===== config.mk =====
export PLATFORM = sky130hd
export DESIGN_NAME = locked_adder_eval_ctrl_flat
export DESIGN_NICKNAME = d
export VERILOG_FILES = /design/src/rtl/locked_adder_eval_pkg.sv /design/src/rtl/locked_adder_eval_ctrl_if.sv /design/src/rtl/locked_adder_eval_popcnt33.sv /design/src/rtl/locked_adder_eval_ctrl.sv /design/src/flat_wrapper.sv
export SDC_FILE = /design/constraint.sdc
export NUM_CORES = 1
export LEC_CHECK = 0
export ABC_AREA = 1
export CAP_MARGIN = 20
export CORE_MARGIN = 1
export CORE_UTILIZATION = 30
export CTS_CLUSTER_DIAMETER = 80
export DETAILED_ROUTE_END_ITERATION = 10
export PLACE_DENSITY = 0.5
export SYNTH_ARGS = -nofsm -noshare
export SYNTH_HDL_FRONTEND = slang
export SYNTH_SLANG_ARGS = --single-unit

===== constraint.sdc =====
create_clock -name clk_i -period 9.74 [get_ports clk_i]
set_input_delay 1.461 -clock clk_i [delete_from_list [all_inputs] [get_ports clk_i]]
set_output_delay 1.461 -clock clk_i [all_outputs]
set_load 0.01 [all_outputs]

===== src/rtl/locked_adder_eval_pkg.sv =====
`default_nettype none
// ============================================================================
//  Module   : locked_adder_eval_pkg
//  Brief    : Shared widths, FSM state encoding and the reference key for the
//             locked-adder key-evaluation sequencer.
//  Revision : 1.0 - initial release
// ============================================================================
package locked_adder_eval_pkg;

  localparam int c_data_w = 32;
  localparam int c_res_w  = 33;

  // Known-good key of the locked netlist; used by the harness, not the sequencer.
  localparam logic [63:0] CORRECT_KEY = 64'h33DDEAB695CA827B;

  typedef enum logic [2:0] {
    ST_IDLE    = 3'd0,
    ST_FETCH_A = 3'd1,
    ST_FETCH_B = 3'd2,
    ST_APPLY   = 3'd3,
    ST_CHECK   = 3'd4,
    ST_DONE    = 3'd5
  } state_e;

endpackage
`default_nettype wire


===== src/rtl/locked_adder_eval_ctrl_if.sv =====
`default_nettype none
// ============================================================================
//  Module   : locked_adder_eval_ctrl_if
//  Brief    : Operand-memory read port plus locked-adder drive/return bus.
//  Revision : 1.0 - initial release
// ============================================================================
interface locked_adder_eval_ctrl_if
  import locked_adder_eval_pkg::*;
#(
  parameter int ADDR_W = 15,
  parameter int KEY_W  = 64
) ();

  logic                mem_rd_o;
  logic [ADDR_W-1:0]   mem_addr_o;
  logic [c_data_w-1:0] mem_data_i;
  logic [c_data_w-1:0] add1_o;
  logic [c_data_w-1:0] add2_o;
  logic [KEY_W-1:0]    key_o;
  logic [c_res_w-1:0]  result_i;

  modport master (
    output mem_rd_o, mem_addr_o, add1_o, add2_o, key_o,
    input  mem_data_i, result_i
  );

  modport slave (
    input  mem_rd_o, mem_addr_o, add1_o, add2_o, key_o,
    output mem_data_i, result_i
  );

endinterface
`default_nettype wire


===== src/rtl/locked_adder_eval_popcnt33.sv =====
`default_nettype none
// ============================================================================
//  Module   : locked_adder_eval_popcnt33
//  Brief    : Combinational population count of a 33-bit word.
//  Revision : 1.0 - initial release
// ============================================================================
module locked_adder_eval_popcnt33 (
  input  logic [32:0] i_data,
  output logic [5:0]  o_count
);

  always_comb begin
    o_count = 6'd0;
    for (int i = 0; i < 33; i++) begin
      o_count = o_count + {5'd0, i_data[i]};
    end
  end

endmodule
`default_nettype wire


===== src/rtl/locked_adder_eval_ctrl.sv =====
`default_nettype none
// ============================================================================
//  Module   : locked_adder_eval_ctrl
//  Brief    : Fetches operand pairs, applies them with one candidate key to the
//             locked adder and accumulates mismatch / flipped-bit statistics.
//             Optional macro FIRST_FAIL_CAPTURE_EN adds first-failure capture.
//  Revision : 1.0 - initial release
// ============================================================================
module locked_adder_eval_ctrl
  import locked_adder_eval_pkg::*;
#(
  parameter  int N_PAIRS = 10000,
  parameter  int ADDR_W  = 15,
  parameter  int KEY_W   = 64,
  localparam int VCW     = $clog2(N_PAIRS + 1),
  localparam int BCW     = $clog2(33 * N_PAIRS + 1)
) (
  input  logic                     clk_i,
  input  logic                     rst_i,
  input  logic                     start_i,
  input  logic                     abort_i,
  input  logic [KEY_W-1:0]         key_i,
  locked_adder_eval_ctrl_if.master bus,
  output logic                     busy_o,
  output logic                     done_o,
`ifdef FIRST_FAIL_CAPTURE_EN
  output logic                     first_fail_vld_o,
  output logic [ADDR_W-2:0]        first_fail_idx_o,
  output logic [c_res_w-1:0]       first_fail_res_o,
`endif
  output logic [VCW-1:0]           err_vec_cnt_o,
  output logic [BCW-1:0]           err_bit_cnt_o
);

  localparam int KW = ADDR_W - 1;

  localparam logic [2:0] c_st_idle    = ST_IDLE;
  localparam logic [2:0] c_st_fetch_a = ST_FETCH_A;
  localparam logic [2:0] c_st_fetch_b = ST_FETCH_B;
  localparam logic [2:0] c_st_apply   = ST_APPLY;
  localparam logic [2:0] c_st_check   = ST_CHECK;
  localparam logic [2:0] c_st_done    = ST_DONE;

  localparam logic [KW-1:0] c_last_k = KW'(N_PAIRS - 1);

  logic [2:0]          r_state;
  logic [KW-1:0]       r_k;
  logic [KEY_W-1:0]    r_key;
  logic [c_data_w-1:0] r_add1;
  logic [c_data_w-1:0] r_add2;
  logic [c_res_w-1:0]  r_golden;
  logic [ADDR_W-1:0]   r_addr_hold;
  logic                r_busy;
  logic                r_done;
  logic [VCW-1:0]      r_err_vec;
  logic [BCW-1:0]      r_err_bit;

  logic                w_fetch;
  logic [ADDR_W-1:0]   w_addr;
  logic [c_res_w-1:0]  w_diff;
  logic                w_mismatch;
  logic [5:0]          w_pop;
  logic                w_abort;
  logic                w_start;
  logic                w_check;

  assign w_fetch    = (r_state == c_st_fetch_a) || (r_state == c_st_fetch_b);
  assign w_diff     = bus.result_i ^ r_golden;
  assign w_mismatch = |w_diff;
  assign w_abort    = abort_i && (r_state != c_st_idle);
  assign w_start    = start_i && (r_state == c_st_idle);
  assign w_check    = (r_state == c_st_check) && !abort_i;

  // Address is driven straight from state so the read lands in the fetch cycle;
  // the hold register keeps it steady between fetches.
  always_comb begin
    w_addr = r_addr_hold;
    if (r_state == c_st_fetch_a) begin
      w_addr = {r_k, 1'b0};
    end else if (r_state == c_st_fetch_b) begin
      w_addr = {r_k, 1'b1};
    end
  end

  locked_adder_eval_popcnt33 u_popcnt (
    .i_data  (w_diff),
    .o_count (w_pop)
  );

  always_ff @(posedge clk_i or posedge rst_i) begin
    if (rst_i) begin
      r_state     <= c_st_idle;
      r_k         <= '0;
      r_key       <= '0;
      r_add1      <= '0;
      r_add2      <= '0;
      r_golden    <= '0;
      r_addr_hold <= '0;
      r_busy      <= 1'b0;
      r_done      <= 1'b0;
      r_err_vec   <= '0;
      r_err_bit   <= '0;
    end else begin
      r_done      <= 1'b0;
      r_addr_hold <= w_addr;
      if (w_abort) begin
        r_state <= c_st_idle;
        r_busy  <= 1'b0;
      end else begin
        case (r_state)
          c_st_idle: begin
            if (start_i) begin
              r_key     <= key_i;
              r_k       <= '0;
              r_err_vec <= '0;
              r_err_bit <= '0;
              r_busy    <= 1'b1;
              r_state   <= c_st_fetch_a;
            end
          end
          c_st_fetch_a: r_state <= c_st_fetch_b;
          c_st_fetch_b: begin
            r_add1  <= bus.mem_data_i;
            r_state <= c_st_apply;
          end
          c_st_apply: begin
            r_add2   <= bus.mem_data_i;
            r_golden <= {1'b0, r_add1} + {1'b0, bus.mem_data_i};
            r_state  <= c_st_check;
          end
          c_st_check: begin
            if (w_mismatch) begin
              r_err_vec <= r_err_vec + VCW'(1);
            end
            r_err_bit <= r_err_bit + BCW'(w_pop);
            if (r_k == c_last_k) begin
              r_state <= c_st_done;
            end else begin
              r_k     <= r_k + KW'(1);
              r_state <= c_st_fetch_a;
            end
          end
          c_st_done: begin
            r_done  <= 1'b1;
            r_busy  <= 1'b0;
            r_state <= c_st_idle;
          end
          default: r_state <= c_st_idle;
        endcase
      end
    end
  end

`ifdef FIRST_FAIL_CAPTURE_EN
  logic                r_ff_vld;
  logic [KW-1:0]       r_ff_idx;
  logic [c_res_w-1:0]  r_ff_res;

  always_ff @(posedge clk_i or posedge rst_i) begin
    if (rst_i) begin
      r_ff_vld <= 1'b0;
      r_ff_idx <= '0;
      r_ff_res <= '0;
    end else if (w_start) begin
      r_ff_vld <= 1'b0;
      r_ff_idx <= '0;
      r_ff_res <= '0;
    end else if (w_check && w_mismatch && !r_ff_vld) begin
      r_ff_vld <= 1'b1;
      r_ff_idx <= r_k;
      r_ff_res <= bus.result_i;
    end
  end

  assign first_fail_vld_o = r_ff_vld;
  assign first_fail_idx_o = r_ff_idx;
  assign first_fail_res_o = r_ff_res;
`endif

  assign bus.mem_rd_o   = w_fetch;
  assign bus.mem_addr_o = w_addr;
  assign bus.add1_o     = r_add1;
  assign bus.add2_o     = r_add2;
  assign bus.key_o      = r_key;
  assign busy_o         = r_busy;
  assign done_o         = r_done;
  assign err_vec_cnt_o  = r_err_vec;
  assign err_bit_cnt_o  = r_err_bit;

endmodule
`default_nettype wire


===== src/flat_wrapper.sv =====
// flat-port wrapper written by rule: the top's interface ports become plain ports
module locked_adder_eval_ctrl_flat import locked_adder_eval_pkg::*;
#(
  parameter  int N_PAIRS = 10000,
  parameter  int ADDR_W  = 15,
  parameter  int KEY_W   = 64,
  localparam int VCW     = $clog2(N_PAIRS + 1),
  localparam int BCW     = $clog2(33 * N_PAIRS + 1)
)
  (clk_i, rst_i, start_i, abort_i, key_i, busy_o, done_o, err_vec_cnt_o, err_bit_cnt_o, bus_mem_rd_o, bus_mem_addr_o, bus_add1_o, bus_add2_o, bus_key_o, bus_mem_data_i, bus_result_i);
  locked_adder_eval_ctrl_if #(.ADDR_W(ADDR_W), .KEY_W(KEY_W)) bus_i ();
  input  logic clk_i;
  input  logic rst_i;
  input  logic start_i;
  input  logic abort_i;
  input  logic [KEY_W-1:0] key_i;
  output logic busy_o;
  output logic done_o;
  output logic [VCW-1:0] err_vec_cnt_o;
  output logic [BCW-1:0] err_bit_cnt_o;
  output wire logic [$bits(bus_i.mem_rd_o)-1:0] bus_mem_rd_o;
  output wire logic [$bits(bus_i.mem_addr_o)-1:0] bus_mem_addr_o;
  output wire logic [$bits(bus_i.add1_o)-1:0] bus_add1_o;
  output wire logic [$bits(bus_i.add2_o)-1:0] bus_add2_o;
  output wire logic [$bits(bus_i.key_o)-1:0] bus_key_o;
  input wire logic [$bits(bus_i.mem_data_i)-1:0] bus_mem_data_i;
  input wire logic [$bits(bus_i.result_i)-1:0] bus_result_i;
  assign bus_mem_rd_o = bus_i.mem_rd_o;
  assign bus_mem_addr_o = bus_i.mem_addr_o;
  assign bus_add1_o = bus_i.add1_o;
  assign bus_add2_o = bus_i.add2_o;
  assign bus_key_o = bus_i.key_o;
  assign bus_i.mem_data_i = bus_mem_data_i;
  assign bus_i.result_i = bus_result_i;
  locked_adder_eval_ctrl #(.N_PAIRS(N_PAIRS), .ADDR_W(ADDR_W), .KEY_W(KEY_W)) u_core (.clk_i(clk_i), .rst_i(rst_i), .start_i(start_i), .abort_i(abort_i), .key_i(key_i), .bus(bus_i), .busy_o(busy_o), .done_o(done_o), .err_vec_cnt_o(err_vec_cnt_o), .err_bit_cnt_o(err_bit_cnt_o));
endmodule

Word-level counts from Yosys, hierarchy flattened

Index checks and enable logic that the tools add are counted.

Register bits after elaboration: 228
Input port bits: 133
Output and inout bits: 179
Logic and storage cells: 91

Add/subtract/negate cells: 36
Equal/unequal tests: 10
Mux-type cells: 18
Bitwise operators: 2
Reduce and logical (&&, ||, !) cells: 14

Operator list:

| cell                                                | number |
|---|---|
| adder 6 x 1 -> 6 bit                                | 27 |
| case mux 14 bit (2 select lines)                    | 2 |
| two-way mux 14 bit                                  | 3 |
| case mux 19 bit (2 select lines)                    | 1 |
| adder 32 x 32 -> 33 bit                             | 1 |
| OR reduction 33 bit                                 | 1 |
| bitwise XOR 33 bit                                  | 1 |
| two-way mux 15 bit                                  | 2 |
| adder 14 x 1 -> 14 bit, second input constant       | 2 |
| adder 19 x 6 -> 19 bit                              | 1 |
| two-way mux 19 bit                                  | 1 |
| case mux 3 bit (5 select lines)                     | 1 |
| equality test 14 bit, second input constant         | 1 |
| two-way mux 3 bit                                   | 3 |
| AND reduction 4 bit                                 | 2 |
| adder 5 x 1 -> 6 bit                                | 1 |
| equality test 3 x 2 -> 1 bit, second input constant | 2 |
| equality test 3 bit, second input constant          | 2 |
| AND reduction 2 bit                                 | 3 |
| AND reduction 3 bit                                 | 2 |
| nonzero test 3 bit                                  | 2 |
| adder 4 x 1 -> 5 bit                                | 1 |
| adder 3 x 1 -> 4 bit                                | 1 |
| two-way mux 1 bit                                   | 4 |
| 12 further kinds                                    | 13 |

Logic depth before layout (Yosys ltp)

Gate-level depths: netlist of run 1.

Depth in word-level cells: 35
Gate-level depth with buffers: 22
Depth with buffers taken out: 22

Hierarchy

Synthesis of run 1 repeated with hierarchy kept, for this count alone.

Cell total of the unflattened synthesis: 1785
Area, all modules: 13349.1 µm²

By module, submodules not included:

| module                     | instances | cells each | area each (µm²) | seq. area each (µm²) |
|---|---|---|---|---|
| locked_adder_eval_ctrl     | 1         | 1686       | 12502.0         | 5705.5 |
| locked_adder_eval_popcnt33 | 1         | 99         | 847.1           | 0.0 |

Least setup slack after synthesis of run 1

OpenSTA, ideal clock, no wires.

Kind: input to register
Start point: in bus_result_i[24]
End point: reg u_core.r_err_bit[12] (netlist: u_core.err_bit_cnt_o[12])
Library setup time: 119 ps
Arrival time: 6133 ps
Required time: 9621 ps
Slack: 3488 ps
Cell stages on the path: 21
Buffers on the path: 0
Path through: xnor2_1 -> inv_1 -> fa_1 -> inv_1 -> fa_1 -> inv_1 -> fa_1 -> fa_1 -> fa_1 -> inv_1 -> fa_1 -> inv_1 -> ha_1 -> fa_1 -> nand2_1 -> o21ai_0 -> nand2_1 -> nand2_1 -> nand3_1 -> a21oi_1 -> o21a_1

Longest elaborated chain between the ends: 12

RTL lines:

| item                              | RTL line                         | source |
|---|---|---|
| start: declaration                | flat_wrapper.sv:27               | `input wire logic [$bits(bus_i.result_i)-1:0] bus_result_i;` |
| bitwise XOR 33 bit                | locked_adder_eval_ctrl.sv:68     | `assign w_diff = bus.result_i ^ r_golden;` |
| adder 6 x 1 -> 6 bit (9 in a row) | locked_adder_eval_popcnt33.sv:15 | `o_count = o_count + {5'd0, i_data[i]};` |
| adder 19 x 6 -> 19 bit            | locked_adder_eval_ctrl.sv:135    | `r_err_bit <= r_err_bit + BCW'(w_pop);` |
| case mux 19 bit (2 select lines)  | locked_adder_eval_ctrl.sv:110    | `case (r_state)` |
| end signal: assignment            | locked_adder_eval_ctrl.sv:135    |  |
| end: declaration                  | locked_adder_eval_ctrl.sv:56     | `logic [BCW-1:0] r_err_bit;` |

Every way passes these cells.
A chain may end at the register's enable or synchronous reset.

Final worst setup path of run 1

Start point: in bus_result_i[6]
End point: reg u_core.r_err_bit[16] (netlist: u_core.err_bit_cnt_o[16])

Longest elaborated chain between the ends: 30

RTL lines:

| item                               | RTL line |
|---|---|
| bitwise XOR 33 bit                 | locked_adder_eval_ctrl.sv:68 |
| adder 6 x 1 -> 6 bit (27 in a row) | locked_adder_eval_popcnt33.sv:15 |
| adder 19 x 6 -> 19 bit             | locked_adder_eval_ctrl.sv:135 |
| case mux 19 bit (2 select lines)   | locked_adder_eval_ctrl.sv:110 |

Every way passes these cells.

==> key figures, run 1 <==
Clocking
  – Clock sinks: 228
  – CTS tree: done
  – Clock root buffer: clkbuf_16
  – CTS Hold Bufs: 0
  – Maximum clock path buffer count: 3
  – Setup repair bufs after CTS: 0
  – Later-pin clock latency in the skew report: 550 ps
  – Post-cts resize count: 0
  – Reg clk slew, reported paths: 60 ps
  – CTS H-tree depth: 1
  – CTS buffer count: 29

Global routing
  – Antenna violations before repair: 0
  – Number of global-route vias before repair: 11402
  – GR Overflow Total: 0
  – First-pass GRT wire length: 63300 um
  – Largest net degree at the start of global routing: 127
  – GRT Total Usage: 0.178

Final layout
  – Fraction of layout instances using a drive strength above 1: 0.0450
  – Syn-to-layout area delta: 34.9%
  – Most common cell after layout, fill and taps aside: nand2_1
  – Net total in the final layout: 2278
  – Antenna fix cells: 0
  – Most frequent cells in the layout: nand2_1, clkdlybuf4s50_1, dfrtp_1
  – Non-Filler Instances: 2679
  – Fill cells: 4618

Job
  – Number of max-cap violations: 0

Yosys
  – Synth Register Bits: 228
  – Yosys warning count: 0
  – Post-synth EDFFs: 0
  – Synthesized instance count: 1764
  – Seq/Total Area, Yosys: 0.426
  – Synth area leader: dfrtp_1
  – Top cells by area, synth: dfrtp_1, nand2_1, inv_1, ha_1, fa_1
  – Mean Syn Cell Area: 7.59 um2
  – Post-Syn Nets: 1977
  – Cell variety after synth: 46
  – Asr flop ratio synth: 1.00
  – Mapped cell area: 13400 um2
  – Ys flop type: dfrtp_1
  – Top-area cell type share of the netlist area: 0.426

Floorplanning
  – Row cnt: 77
  – Ports: 312
  – Die width: 213 um
  – Core Area: 44100 um2
  – Initial Util: 0.303
  – Die Ht: 213 um
  – Die ar.: 45500 um2

Hold path
  – Worst Hold Class: flop to flop
  – Hold EP: u_core.bus.key_o[9]$_DFFE_PP0P_
  – Hold path cells: 2
  – Hold Crit Start: u_core.bus.key_o[9]$_DFFE_PP0P_

Routing
  – Post-Route WL: 40700 um
  – WL per Instance: 15.2 um
  – DRC viols: 0
  – Post-route ant nets: 0
  – Iter 0 DRT Violations: 699
  – Drt pass-1 iters: 7
  – Via density: 4.46
  – Total number of vias: 11943

STA
  – Final min period: 6580 ps
  – Crit share post-route: 0.676
  – Unrepaired setup endpoints after global routing: no
  – Max transition margin: 0.310
  – Final setup vio count: 0
  – Setup_tns: 0 ps
  – Hold Vio Cnt, Final: 0
  – Worst Max-Slew Pin Slew: 1030 ps
  – Clock Skews: 10.8 ps
  – Fin. max-slew vios: 0
  – Max Freq: 152 MHz

Setup path
  – CP Launch Type: input pin
  – Crit Reg-Reg Startpoint: u_core.r_golden[22]$_DFFE_PP0P_
  – Crit-path max FO: 4
  – Worst setup path class: input pin to flop
  – WP data required: 10220 ps
  – Crit. End Element: flop
  – R2R depth: 22
  – R2R Path End: u_core.err_bit_cnt_o[16]$_DFFE_PP0P_
  – FF-to-FF setup slack: 4090 ps
  – Critical path arrival: 7070 ps

Power and ir drop
  – Power Density: 460 nW/um2
  – Leakage: 9.01 nW
  – Max VDD drop: 0.806 mV

Placement
  – Dpl hpwl: 31000 um
  – GPL Wtd Cong: 0.886
  – Port Buffers: 311
  – Placed Cells incl. Taps: 2625

Outcome
  – Status: complete, no violations
==> cells by family (layout without fill, tap and decap cells) <==
group | count (synthesis) | after routing | synth area share
AOI/OAI and AO/OA | 167 | 167 | 0.0683
xor gates and xnor gates | 61 | 61 | 0.0399
adders and majority gates | 80 | 80 | 0.0905
buffers and inverters | 283 | 606 | 0.0844
DFF | 228 | 228 | 0.426
muxes | 6 | 6 | 0.00533
and+or+nand+nor | 939 | 939 | 0.285
==> final cells by class <==
class | instances | area [um2] | share of cell area
multi-input combinational | 1253 | 6550 | 0.363
inverter | 236 | 893 | 0.0495
clock buffer | 45 | 876 | 0.0485
tap | 592 | 741 | 0.0410
timing repair buffer | 317 | 3170 | 0.176
clock inverter | 8 | 121 | 0.00672
sequential | 228 | 5710 | 0.316
==> how the worst max path moves through the flow <==
stage | startpoint | to | slack, ps | depth (start not counted)
after floorplan | rst_i | u_core.bus.add1_o[0]$_DFFE_PP0P_ | 2030 | 1
after global placement | bus_result_i[6] | u_core.err_bit_cnt_o[18]$_DFFE_PP0P_ | 2520 | 20
after detailed placement | bus_result_i[6] | u_core.err_bit_cnt_o[16]$_DFFE_PP0P_ | 2500 | 20
after CTS | bus_result_i[6] | u_core.err_bit_cnt_o[18]$_DFFE_PP0P_ | 3100 | 20
after global routing | bus_result_i[20] | u_core.err_bit_cnt_o[18]$_DFFE_PP0P_ | 2750 | 22
final | bus_result_i[6] | u_core.err_bit_cnt_o[16]$_DFFE_PP0P_ | 3160 | 20
==> state kept, by name, summed over array words and instances, names as in the netlist <==
| register | cells |
|---|---|
| u_core.bus.add2_o | 32 |
| u_core.r_k | 14 |
| u_core.r_golden | 33 |
| u_core.bus.key_o | 64 |
| u_core.r_addr_hold | 15 |
| u_core.err_vec_cnt_o | 14 |
| u_core.bus.add1_o | 32 |
| u_core.r_state | 3 |
| u_core.busy_o | 1 |
| u_core.done_o | 1 |
| u_core.err_bit_cnt_o | 19 |
==> cell usage after synthesis (2+ instances only) <==
library cell and n:
nand2_1 681, dfrtp_1 228, inv_1 227, nor2_1 108
o21ai_0 95, nand3_1 89, ha_1 52, a21oi_1 38
xnor2_1 37, fa_1 28, nor3_1 24, xor2_1 24
clkbuf_1 21, buf_2 12, nand4_1 9, o21ai_1 9
a21oi_2 8, inv_2 8, buf_1 5, buf_6 5
mux2_2 5, nand3b_1 5, o21bai_1 5, or2_2 5
buf_4 4, nand2_2 4, a211oi_1 2, a21o_1 2
a22o_1 2, a31oi_1 2, and3_1 2, nand3_2 2
nor2_2 2, nor4_1 2
==> worst max-delay path, cell delays in order <==
cell	delay [ps]
clkdlybuf4s50_1	470
xor2_1	360
fa_1	510
fa_1	490
fa_1	520
fa_1	520
fa_1	540
inv_1	50
fa_1	460
inv_1	70
ha_1	190
fa_1	190
nand2_1	70
o21ai_0	350
nand2_1	170
nand2_1	150
nand3_1	160
o21ai_1	180
nand2_1	60
nor2_1	90
==> per-layer routing <==
layer,wire length (um),vias up,global-route usage,share of wire
li1,-,6077,-,-
met2,19900,236,0.302,0.49
met5,0,-,0,0
met3,1810,40,0.0321,0.045
met4,658,0,0.0330,0.016
met1,18300,5590,0.236,0.45
==> report_power, final <==
group / switching, W / internal [W]
registers: 0.000224 / 0.00129
logic: 0.00325 / 0.00242
clock network: 0.000425 / 0.000693
==> stage by stage <==
stage	util	power, W	worst slack, ps	cell area, um2	hold WS (ps)
floorplan	-	0.00561	2030	13400	461
global placement	0.386	0.00719	2520	17000	453
detailed placement	0.386	0.00726	2500	17000	457
CTS	0.409	0.00844	3100	18000	471
global route	0.409	0.00932	2750	18100	482
finish	0.409	0.00830	3160	18100	466
Power figures use the tool's default switching activity.
==> inputs of run 2 (changes only) <==
==> constraint.sdc (replaced) <==
create_clock -name clk_i -period 6.8 [get_ports clk_i]
set_input_delay 1.02 -clock clk_i [delete_from_list [all_inputs] [get_ports clk_i]]
set_output_delay 1.02 -clock clk_i [all_outputs]
set_load 0.01 [all_outputs]
==> key figures, run 2 (same netlist as run 1, synthesis figures left out) <==
Outcome
  – Status: complete, no violations

STA
  – Final min period: 6150 ps
  – Max transition margin: 0.313 (+0.00286)
  – Setup_tns: 0 ps (unchanged)
  – Final setup vio count: 0 (unchanged)
  – Fin. max-slew vios: 0 (unchanged)
  – Max Freq: 163 MHz
  – Unrepaired setup endpoints after global routing: no
  – Post-route setup slack: 651 ps (-2500 ps)
  – Clock Skews: 15.7 ps (+4.81 ps)
  – Worst Max-Slew Pin Slew: 1030 ps (-4.29 ps)
  – Hold Slack: 467 ps (+1.33 ps)
  – Hold Vio Cnt, Final: 0 (unchanged)
  – Crit share post-route: 0.904

Job
  – Number of max-cap violations: 0 (unchanged)

Routing
  – Post-Route WL: 40700 um (about the same)
  – Total number of vias: 11857 (-0.72%)
  – WL per Instance: 15.2 um (about the same)
  – Post-route ant nets: 0 (unchanged)
  – DRC viols: 0 (unchanged)
  – Via density: 4.42 (-0.76%)
  – Iter 0 DRT Violations: 673 (-3.7%)
  – Drt pass-1 iters: 5 (-2)

Placement
  – GPL Wtd Cong: 0.886 (about the same)
  – Dpl ws: 48.9 ps (-2460 ps)
  – Port Buffers: 311 (unchanged)
  – Dpl hpwl: 31000 um (about the same)

Global routing
  – First-pass GRT wire length: 64900 um (+2.5%)
  – GR Overflow Total: 0 (unchanged)
  – GRT Total Usage: 0.181 (+0.00326)
  – Antenna violations before repair: 0 (unchanged)
  – Largest net degree at the start of global routing: 143 (+13%)
  – Number of global-route vias before repair: 11916 (+4.5%)

Setup path
  – Critical path arrival: 6590 ps (-480 ps)
  – Crit Reg-Reg Startpoint: u_core.r_golden[18]$_DFFE_PP0P_
  – Worst setup path class: input pin to flop
  – CP Launch Type: input pin
  – Crit. End Element: flop
  – R2R depth: 20 (-9.1%)
  – Crit-path max FO: 4 (unchanged)
  – WP data required: 7250 ps (-2970 ps)
  – FF-to-FF setup slack: 1110 ps (-2980 ps)
  – R2R Path End: u_core.err_bit_cnt_o[12]$_DFFE_PP0P_

Floorplanning
  – Ports: 312 (unchanged)
  – Die width: 213 um (unchanged)
  – Die Ht: 213 um (unchanged)
  – Row cnt: 77 (unchanged)
  – Initial Util: 0.303 (unchanged)
  – Core Area: 44100 um2 (unchanged)
  – Die ar.: 45500 um2 (unchanged)

Hold path
  – Worst Hold Class: flop to flop
  – Hold path cells: 2 (unchanged)
  – Hold Crit Start: u_core.bus.key_o[62]$_DFFE_PP0P_
  – Hold EP: u_core.bus.key_o[62]$_DFFE_PP0P_

Power and ir drop
  – Power Density: 671 nW/um2 (+46%)
  – Max VDD drop: 1.37 mV (+70%)
  – Leakage: 9.00 nW (about the same)

Clocking
  – Setup repair bufs after CTS: 0 (unchanged)
  – CTS tree: done
  – CTS H-tree depth: 1 (unchanged)
  – Clock root buffer: clkbuf_16
  – Later-pin clock latency in the skew report: 560 ps (about the same)
  – CTS Hold Bufs: 0 (unchanged)
  – Post-cts resize count: 0 (unchanged)
  – CTS buffer count: 29 (unchanged)
  – Reg clk slew, reported paths: 60 ps (about the same)
  – Clock sinks: 228 (unchanged)
  – Maximum clock path buffer count: 3 (unchanged)

Final layout
  – Largest register FFs: 64 (unchanged)
  – Most common cell after layout, fill and taps aside: nand2_1
  – Syn-to-layout area delta: 34.8% (about the same)
  – Net total in the final layout: 2284 (+0.26%)
  – Fraction of layout instances using a drive strength above 1: 0.0465 (+0.00144)
  – Most frequent cells in the layout: nand2_1, clkdlybuf4s50_1, dfrtp_1
run 2: changes by cell type in the layout (fill, tap and decap cells not counted), moves of 2 or more:
cell / change
clkbuf_8: -2
clkbuf_1: -3
bufinv_16: -2
buf_4: +4
run 2: final cells by class:
cell class | instances | area (um2)
Timing Repair Buffer | 323 | 3250
Fill cell | 4657 | 26100
Inverter | 236 | 890
Sequential cell | 228 | 5710
Clock buffer | 40 | 837
Tap cell | 592 | 741
Antenna cell | 1 | 2.50
Clock inverter | 7 | 66.3
Multi-Input combinational cell | 1253 | 6550
run 2: through the flow:
| stage | utilization | cells | instance area, um2 | total power (W) |
|---|---|---|---|---|
| after floorplan | - | 1764 | 13400 | 0.00793 |
| after global placement | 0.387 | 2630 | 17100 | 0.0106 |
| final | 0.409 | 2680 | 18000 | 0.0121 |
| after CTS | 0.408 | 2677 | 18000 | 0.0123 |
| after global routing | 0.409 | 2679 | 18000 | 0.0133 |
| after detailed placement | 0.387 | 2630 | 17100 | 0.0107 |
run 2: worst max path at each step:
| stage | start | end | cells past startpoint |
|---|---|---|---|
| finish | bus_result_i[22] | u_core.err_bit_cnt_o[12]$_DFFE_PP0P_ | 22 |
| global route | bus_result_i[2] | u_core.err_bit_cnt_o[16]$_DFFE_PP0P_ | 21 |
| CTS | bus_result_i[2] | u_core.err_bit_cnt_o[16]$_DFFE_PP0P_ | 21 |
| detailed placement | bus_result_i[2] | u_core.err_bit_cnt_o[12]$_DFFE_PP0P_ | 20 |
| global placement | bus_result_i[2] | u_core.err_bit_cnt_o[18]$_DFFE_PP0P_ | 21 |
| floorplan | bus_result_i[24] | u_core.err_bit_cnt_o[12]$_DFFE_PP0P_ | 21 |
run 2: worst max-delay path, cell delays in order:
cell             delay (ps)
clkdlybuf4s50_1         470
xnor2_1                 130
inv_1                    70
fa_1                    570
inv_1                    90
fa_1                    530
inv_1                    50
fa_1                    520
fa_1                    440
fa_1                    540
inv_1                    50
fa_1                    520
inv_1                    50
ha_1                    210
fa_1                    370
nand2_1                 100
o21ai_0                 180
nand2_1                 160
nand2_1                 120
nand3_1                 160
a21oi_1                  90
o21a_1                  150
run 2: per-layer routing:
layer | part of all wire | GRT usage | vias to the layer above
li1 | - | - | 6091
met1 | 0.45 | 0.237 | 5473
met2 | 0.48 | 0.307 | 238
met3 | 0.050 | 0.0293 | 55
met4 | 0.023 | 0.0488 | 0
met5 | 0 | 0 | -
run 2: where the power goes:
group	switching [W]	total, W	internal (W)
Clock	0.000606	0.00149	0.000883
Combinational	0.00471	0.00843	0.00373
Sequential	0.000323	0.00217	0.00185
Total	0.00564	0.0121	0.00646
